===== src/rtl/cart_mem_pkg.sv =====
// Shared types and default SDRAM region bases for the cartridge memory port.
// Owner codes double as the arbiter's visible owner output.
package cart_mem_pkg;

   typedef enum logic [1:0] {
      OWN_NONE = 2'd0,
      OWN_PRG  = 2'd1,
      OWN_WRAM = 2'd2,
      OWN_CHR  = 2'd3
   } owner_t;

   typedef enum logic [1:0] {
      ST_IDLE  = 2'd0,
      ST_ISSUE = 2'd1,
      ST_WAIT  = 2'd2
   } state_t;

   // WRAM sits above the region the EEPROM loader initialises.
   localparam logic [20:0] DEF_PRG_BASE  = 21'h000000;
   localparam logic [20:0] DEF_CHR_BASE  = 21'h008000;
   localparam logic [20:0] DEF_WRAM_BASE = 21'h010000;

endpackage


===== src/rtl/sdram_req_picker.sv =====
// Combinational winner selection: PRG > WRAM > CHR, unless CHR has been
// starved long enough, in which case a pending CHR request wins outright.
module sdram_req_picker
   import cart_mem_pkg::*;
(
   input  logic   prg_req,
   input  logic   wram_req,
   input  logic   chr_req,
   input  logic   starve_full,
   output owner_t winner
);

   always_comb begin
      winner = OWN_NONE;
      if (chr_req && starve_full) begin
         winner = OWN_CHR;
      end else if (prg_req) begin
         winner = OWN_PRG;
      end else if (wram_req) begin
         winner = OWN_WRAM;
      end else if (chr_req) begin
         winner = OWN_CHR;
      end
   end

endmodule


===== src/rtl/sdram_port_arbiter.sv =====
// Single-outstanding scheduler sharing SDRAM port 1 between PRG fetch,
// WRAM read/write and CHR window refill, with CHR starvation promotion.
module sdram_port_arbiter
   import cart_mem_pkg::*;
#(
   parameter int                ADDR_W       = 21,
   parameter logic [ADDR_W-1:0] PRG_BASE     = ADDR_W'(DEF_PRG_BASE),
   parameter logic [ADDR_W-1:0] CHR_BASE     = ADDR_W'(DEF_CHR_BASE),
   parameter logic [ADDR_W-1:0] WRAM_BASE    = ADDR_W'(DEF_WRAM_BASE),
   parameter int                STARVE_LIMIT = 8
) (
   input  logic              clk,
   input  logic              rst_n,
   input  logic              mem_init_done,
   input  logic              prg_req,
   input  logic [14:0]       prg_addr,
   output logic              prg_ack,
   output logic              prg_ready,
   output logic [7:0]        prg_data,
   input  logic              wram_req,
   input  logic              wram_wren,
   input  logic [12:0]       wram_addr,
   input  logic [7:0]        wram_wdata,
   output logic              wram_ack,
   output logic              wram_ready,
   output logic [7:0]        wram_rdata,
   input  logic              chr_req,
   input  logic [14:0]       chr_addr,
   output logic              chr_ack,
   output logic              chr_ready,
   output logic [7:0]        chr_data,
   output logic              mem_req,
   output logic [ADDR_W-1:0] mem_address,
   output logic              mem_wren,
   output logic [7:0]        to_mem,
   input  logic [7:0]        from_mem,
   input  logic              mem_ready,
   output logic              busy,
   output logic [1:0]        owner
);

   localparam int CNT_W = $clog2(STARVE_LIMIT + 1);
   localparam logic [CNT_W-1:0] CNT_MAX = CNT_W'(STARVE_LIMIT);
   localparam bit BASES_ALIGNED = (PRG_BASE[14:0] == 15'd0) &&
                                  (CHR_BASE[14:0] == 15'd0) &&
                                  (WRAM_BASE[12:0] == 13'd0);

   state_t           state;
   owner_t           owner_q;
   owner_t           winner;
   logic [CNT_W-1:0] starve_cnt;
   logic             starve_full;
   logic             any_req;

   assign starve_full = (starve_cnt >= CNT_MAX);
   assign any_req     = prg_req || wram_req || chr_req;
   assign owner       = owner_q;

   sdram_req_picker u_picker (
      .prg_req     (prg_req),
      .wram_req    (wram_req),
      .chr_req     (chr_req),
      .starve_full (starve_full),
      .winner      (winner)
   );

   always_ff @(posedge clk or negedge rst_n) begin
      if (!rst_n) begin
         state       <= ST_IDLE;
         owner_q     <= OWN_NONE;
         starve_cnt  <= '0;
         busy        <= 1'b0;
         mem_req     <= 1'b0;
         mem_address <= '0;
         mem_wren    <= 1'b0;
         to_mem      <= 8'h00;
         prg_ack     <= 1'b0;
         wram_ack    <= 1'b0;
         chr_ack     <= 1'b0;
         prg_ready   <= 1'b0;
         wram_ready  <= 1'b0;
         chr_ready   <= 1'b0;
         prg_data    <= 8'h00;
         wram_rdata  <= 8'h00;
         chr_data    <= 8'h00;
      end else begin
         mem_req    <= 1'b0;
         prg_ack    <= 1'b0;
         wram_ack   <= 1'b0;
         chr_ack    <= 1'b0;
         prg_ready  <= 1'b0;
         wram_ready <= 1'b0;
         chr_ready  <= 1'b0;
         case (state)
            ST_IDLE: begin
               if (mem_init_done && any_req) begin
                  owner_q <= winner;
                  busy    <= 1'b1;
                  mem_req <= 1'b1;
                  state   <= ST_ISSUE;
                  case (winner)
                     OWN_PRG: begin
                        mem_address <= PRG_BASE | ADDR_W'(prg_addr);
                        mem_wren    <= 1'b0;
                        prg_ack     <= 1'b1;
                     end
                     OWN_WRAM: begin
                        mem_address <= WRAM_BASE | ADDR_W'(wram_addr);
                        mem_wren    <= wram_wren;
                        to_mem      <= wram_wdata;
                        wram_ack    <= 1'b1;
                     end
                     OWN_CHR: begin
                        mem_address <= CHR_BASE | ADDR_W'(chr_addr);
                        mem_wren    <= 1'b0;
                        chr_ack     <= 1'b1;
                     end
                     default: ;
                  endcase
                  // Losses only count while CHR is actually asking.
                  if (winner == OWN_CHR) begin
                     starve_cnt <= '0;
                  end else if (chr_req && !starve_full) begin
                     starve_cnt <= starve_cnt + CNT_W'(1);
                  end
               end
            end
            ST_ISSUE: begin
               state <= ST_WAIT;
            end
            ST_WAIT: begin
               if (mem_ready) begin
                  case (owner_q)
                     OWN_PRG: begin
                        prg_data  <= from_mem;
                        prg_ready <= 1'b1;
                     end
                     OWN_WRAM: begin
                        if (!mem_wren) begin
                           wram_rdata <= from_mem;
                        end
                        wram_ready <= 1'b1;
                     end
                     OWN_CHR: begin
                        chr_data  <= from_mem;
                        chr_ready <= 1'b1;
                     end
                     default: ;
                  endcase
                  state   <= ST_IDLE;
                  owner_q <= OWN_NONE;
                  busy    <= 1'b0;
               end
            end
            default: begin
               state <= ST_IDLE;
            end
         endcase
      end
   end

   // A completion with nothing outstanding means the controller and arbiter disagree.
   a_spurious_ready: assert property (@(posedge clk) disable iff (!rst_n)
      mem_ready |-> (state == ST_WAIT))
      else $error("sdram_port_arbiter: mem_ready outside WAIT ignored");

   a_base_align: assert property (@(posedge clk) disable iff (!rst_n) BASES_ALIGNED)
      else $error("sdram_port_arbiter: region base parameter misaligned");

endmodule


===== config.mk =====
export PLATFORM = sky130hd
export DESIGN_NAME = sdram_port_arbiter
export DESIGN_NICKNAME = d
export VERILOG_FILES = /design/src/rtl/cart_mem_pkg.sv /design/src/rtl/sdram_req_picker.sv /design/src/rtl/sdram_port_arbiter.sv
export SDC_FILE = /design/constraint.sdc
export NUM_CORES = 1
export LEC_CHECK = 0
export BUFFER_PORTS_ARGS = -buffer_cell sky130_fd_sc_hd__buf_2
export CORE_UTILIZATION = 47
export CTS_BUF_LIST = sky130_fd_sc_hd__clkbuf_8 sky130_fd_sc_hd__clkbuf_16
export DETAILED_ROUTE_END_ITERATION = 10
export HOLD_SLACK_MARGIN = 0.03
export PLACE_DENSITY = 0.82
export SETUP_SLACK_MARGIN = 0.05
export SKIP_LAST_GASP = 1
export SYNTH_ARGS = -nofsm -noshare
export SYNTH_HDL_FRONTEND = slang
export SYNTH_SLANG_ARGS = --single-unit

===== constraint.sdc =====
create_clock -name clk -period 2.25 [get_ports clk]
set_input_delay 0.225 -clock clk [delete_from_list [all_inputs] [get_ports clk]]
set_output_delay 0.225 -clock clk [all_outputs]
set_load 0.1 [all_outputs]

## Yosys cells after proc, flatten, opt, wreduce, memory -nomap -nowiden

Index checks and enable logic that the tools add are counted.

| word-level totals | value |
|---|---|
| bits in writable memories | 0 |
| word-level logic and storage cells | 87 |
| memories kept | 0 |
| bits in latches | 0 |
| output and inout bits | 64 |
| input bits | 67 |
| bits in registers | 70 |
| memory bits (read-only) | 0 |

| operators by class | value |
|---|---|
| bitwise logic cells | 1 |
| reduce and logical (&&, ||, !) cells | 21 |
| multiplexer cells | 36 |
| div/mod/pow operators | 0 |
| magnitude comparators | 1 |
| equality and inequality tests | 10 |
| add/subtract/negate cells | 1 |
| shifts and indexed selects | 0 |
| multipliers | 0 |

Operators with widths:

| cell | number |
|---|---|
| one-hot mux 21 bit (3 select lines) | 1 |
| 2-to-1 mux 1 bit | 22 |
| AND reduction 3 bit | 7 |
| 2-to-1 mux 2 bit | 7 |
| == test 2 bit, second input constant | 5 |
| 2-to-1 mux 4 bit | 2 |
| == test 2 x 1 -> 1 bit, second input constant | 3 |
| one-hot mux 2 bit (3 select lines) | 1 |
| nonzero test 2 bit | 3 |
| adder 4 x 1 -> 4 bit, second input constant | 1 |
| >= comparator 4 bit, second input constant | 1 |
| inequality test 2 bit, second input constant | 2 |
| one-hot mux 1 bit (2 select lines) | 2 |
| one-hot mux 2 bit (2 select lines) | 1 |
| AND reduction 4 bit | 1 |
| logical AND 1 bit | 3 |
| nonzero test 3 bit | 1 |
| zero test 2 bit | 1 |
| logical OR 1 bit | 2 |
| AND reduction 2 bit | 1 |
| OR reduction 2 bit | 1 |
| zero test 1 bit | 1 |
| inverter 1 bit | 1 |

## Logic depth before layout (Yosys ltp)

| depth | value |
|---|---|
| depth in word-level cells | 8 |
| gate-level depth with buffers | 6 |
| gate-level depth less buffers | 5 |

## Cells and area by module

A second synthesis with hierarchy kept.

| unflattened totals | value |
|---|---|
| cell total of the unflattened synthesis | 237 |
| area, all modules | 3083.0 µm² |

By module, submodules not included:

| module | sequential area each (µm²) | times used | area each (µm²) | cells an instance |
|---|---|---|---|---|
| sdram_port_arbiter | 1651.6 | 1 | 3050.4 | 232 |
| sdram_req_picker | 0.0 | 1 | 32.5 | 5 |

## Worst setup path after synthesis

No wires, ideal clock.

| timing path | value |
|---|---|
| path type | reg2reg |
| start | register owner_q[1] (netlist: owner[1]) |
| end | register chr_data[0] |
| path slack | 0.288 ns |
| stages on the path, launching flop included | 3 |
| period minus slack after synthesis | 1.962 ns |
| library setup time | 0.126 ns |
| arrival time | 1.836 ns |
| path buffers | 0 |
| data required time | 2.124 ns |
| cells stage by stage | dfrtp_1 -> nand4_1 -> mux2_2 |

| between the ends | value |
|---|---|
| longest elaborated chain between the ends | 2 |

RTL lines:

| item | line | text |
|---|---|---|
| start, declared | sdram_port_arbiter.sv:49 | `owner_t owner_q;` |
| start signal, assigned | sdram_port_arbiter.sv:97 | `owner_q <= winner;` |
| == test 2 bit | sdram_port_arbiter.sv:133 | `case (owner_q)` |
| AND reduction 3 bit (no line) | -- |  |
| end signal, assigned | sdram_port_arbiter.sv:145 | `chr_data <= from_mem;` |
| end, declared | sdram_port_arbiter.sv:31 | `output logic [7:0] chr_data,` |

Every way passes these cells.
A chain may end at the register's enable or synchronous reset.

## Worst setup path in the final report

| timing path | value |
|---|---|
| start | register state[1] |
| end | register to_mem[2] |

| between the ends | value |
|---|---|
| longest elaborated chain between the ends | 2 |

RTL lines:

| item | line | text |
|---|---|---|
| start, declared | sdram_port_arbiter.sv:48 | `state_t state;` |
| start signal, assigned | sdram_port_arbiter.sv:69 | `state <= ST_IDLE;` |
| start signal, assigned | sdram_port_arbiter.sv:100 | `state <= ST_ISSUE;` |
| start signal, assigned | sdram_port_arbiter.sv:129 | `state <= ST_WAIT;` |
| zero test 2 bit | sdram_port_arbiter.sv:94 | `case (state)` |
| AND reduction 3 bit (no line) | -- |  |
| end signal, assigned | sdram_port_arbiter.sv:110 | `to_mem <= wram_wdata;` |
| end, declared | sdram_port_arbiter.sv:35 | `output logic [7:0] to_mem,` |

Every way passes these cells.

==> summary.md <==
| Metric | Value |
|---|---|
| DPL Wire Length | 4.85 mm |
| Area enclosed by the die boundary | 6470 sq um |
| Slew Limit Headroom | 0.577 |
| Area fraction of the dominant cell type after synthesis | 0.571 |
| Post-Synthesis Cells | 237 |
| Kind of path behind the tightest hold check | in2reg |
| Largest family of logic cells by synthesized area | multiplexers |
| DRC violation count after routing | 0 |
| Pin count of the biggest net entering global routing | 31 |
| Startpoint type of the worst setup path | register |
| Die extent in y | 80.5 um |
| Cell breakdown of the critical path | nor3b_4 > nand2_4 > inv_4 > and2_4 > mux2_2 |
| Layout Nets | 436 |
| Biggest cell delay along the critical path | 440 ps |
| CP arrival | 2010 ps |
| Final setup skew | 8.92 ps |
| Area grow syn2layout | 33.3% |
| Result of the run | complete, no violations |
| Most used cells in the layout excluding fill and tap cells | 126 x buf_2, 66 x dfrtp_1, 31 x mux2_2 |
| Adder-cell area share of the yosys netlist | 0.00865 |
| # H-tree levels | 3 |
| Horiz. Die Dim | 80.5 um |
| Pin slew with the least headroom to its limit | 634 ps |
| GRT Resource Usage Total | 0.216 |
| Fraction of the yosys area taken by sequential cells | 0.571 |
| Post-Syn Area | 2890 sq um |
| Required time of the critical path | 2470 ps |
| CTS root buffer | clkbuf_8 |
| Routed wire per std cell | 14.8 um |
| Number of enable-type register cells in the synthesized netlist | 0 |
| Most used DFF post-synth | dfrtp_1 |
| Post-synthesis mux area share | 0.157 |
| Most common cell after layout, fill and taps aside | buf_2 |
| Final worst path period need | 1790 ps |
| Clock network latency to the later pin of the worst-skew pair | 330 ps |
| Violation count after the first detailed-routing iteration | 47 |
| Worst Setup Path Type | reg2reg |
| Summed negative setup slack over all endpoints | 0 ps |
| Routability cong. | 0.817 |
| Initial antenna violation count | 0 |
| Nature of the critical path endpoint | register |
| Count of clock tree sinks | 66 |
| Area fraction in compound gates after synthesis | 0.130 |
| Total gr overflow | 0 |
| Share of async-settable or async-resettable flops after synthesis | 1.00 |
| Critical path's slowest cell | dfrtp_1 |
| Number of buffers created by CTS | 9 |
| Clock slew seen by the registers of the worst setup and hold paths | 70 ps |
| Core Footprint | 5920 sq um |
| Number of antenna diodes | 0 |
| Final WL | 6.60 mm |
| Proportion of layout cells with a drive suffix above 1 | 0.513 |
| Rows | 28 |
| Maximum fanout count along the critical path | 17 |
| Buffers from clock root to sink, at most | 2 |
| Wire length of the first global-routing pass | 10.4 mm |
| Fraction of the mapped netlist area in simple logic gates | 0.0900 |
| Number of library cell types mapped by synthesis | 38 |
| Final hold violation count | 0 |
| Number of flip-flops and latches in the synthesized netlist | 66 |
| Upper clock frequency limit | 559 MHz |
| Clock tree from TritonCTS | built |
| Effective utilization at floorplan | 0.489 |
| Number of global-route vias before repair | 2189 |
| Final count of negative-setup-slack endpoints | 0 |
| # port buffers | 126 |
| Biggest area consumer among synthesized cells | dfrtp_1 |
| Via count normalized by instance count | 5.26 |
| Antenna Violating Nets Remaining | 0 |
| Top-level I/O count | 131 |
| Pre-Repair DR Iteration Count | 4 |
| Synth warn | 0 |
| Post-synthesis average cell area | 12.2 sq um |
| Final cycle utilization of the critical path | 0.795 |
| Fraction of synthesized cell area in xor and xnor cells | 0 |
| Fin Hold WS | 123 ps |
| PostCTS Resize Cnt | 0 |
| Cell types with the largest area share after synthesis | dfrtp_1 57%, mux2_2 12%, a21oi_1 3.8%, mux2_4 3.6%, a22oi_1 3.4% |
| Max-cap violation count | 0 |
| Total number of vias | 2350 |
| Max-slew violations | 0 |
| RSZ-0062 raised after global routing | no |
==> worst max-delay path, delay by kind of cell, from the launching register on <==
kind,cells,cell delay [ps]
and+or+nand+nor,3,720
buffers and inverters,1,160
muxes,1,350
DFF,1,440
==> synthesized netlist by cell type (all sizes together), types with 2 or more instances <==
library cell	n
and2	2
clkbuf	2
a31oi	7
a22o	2
a22oi	13
a221oi	2
o21ai	7
ha	2
nor3b	3
nand3	2
buf	13
a21oi	23
and3	3
mux2	38
nor2b	2
nand2	10
nor2	20
dfrtp	66
inv	8
a21o	2
nand2b	2
==> final cells by class <==
| class | count | area [sq um] |
|---|---|---|
| clock buffer | 10 | 138 |
| clock inverter | 6 | 138 |
| fill | 498 | 2070 |
| inverter | 8 | 32.5 |
| multi-input combinational | 151 | 1130 |
| sequential | 66 | 1650 |
| tap | 75 | 93.8 |
| timing repair buffer | 131 | 671 |
==> what timing repair did <==
action                                 CTS  global route
endpoints found under the hold margin   28             0
setup buffers                            0             0
hold buffers                             1             0
==> sequential cells by signal, indices dropped and copies added, names as in the netlist <==
| register | count |
|---|---|
| mem_address | 17 |
| chr_data | 8 |
| prg_data | 8 |
| to_mem | 8 |
| wram_rdata | 8 |
| starve_cnt | 4 |
| owner | 2 |
| state | 2 |
| busy | 1 |
| chr_ack | 1 |
| chr_ready | 1 |
| mem_req | 1 |
| mem_wren | 1 |
| prg_ack | 1 |
| prg_ready | 1 |
| wram_ack | 1 |
| wram_ready | 1 |
==> logic make-up (layout without fill, tap and decap cells) <==
family	Yosys count	in the layout
other cells	1	4
buf+inv	23	155
fa+ha+maj	2	2
compound gates	59	59
flops	66	66
mux	38	38
simple gates	48	48
==> routing by layer <==
layer	up-vias	share of wire	GRT usage
met2	124	0.48	0.343
met4	0	0.0045	0.0679
met3	4	0.077	0.0557
li1	1099	-	-
met5	-	0	0
met1	1123	0.44	0.288
==> final timing paths <==
path	start	end	slack, ps	cells after the start
setup / recovery	state[1]	to_mem[2]	460	5
hold / removal	wram_wdata[2]	to_mem[2]	120	2
setup reg to reg	state[1]	to_mem[2]	460	5
hold reg to reg	mem_address[15]	mem_address[15]	480	1
max in group asynchronous	rst_n	mem_wren	1090	3
min in group asynchronous	rst_n	wram_rdata[2]	450	2
==> per-stage QoR <==
step	area (sq um)	worst slack [ps]	utilization	instances
5_1_grt	3850	340	0.651	447
3_3_place_gp	3570	497	0.603	430
4_1_cts	3850	455	0.651	447
3_5_place_dp	3570	458	0.603	430
2_1_floorplan	2900	288	-	240
6_report	3850	461	0.651	447
Power is left out: the tool's default activity adds up to more than one toggle a clock period on the data nets, which glitch-free logic cannot reach.
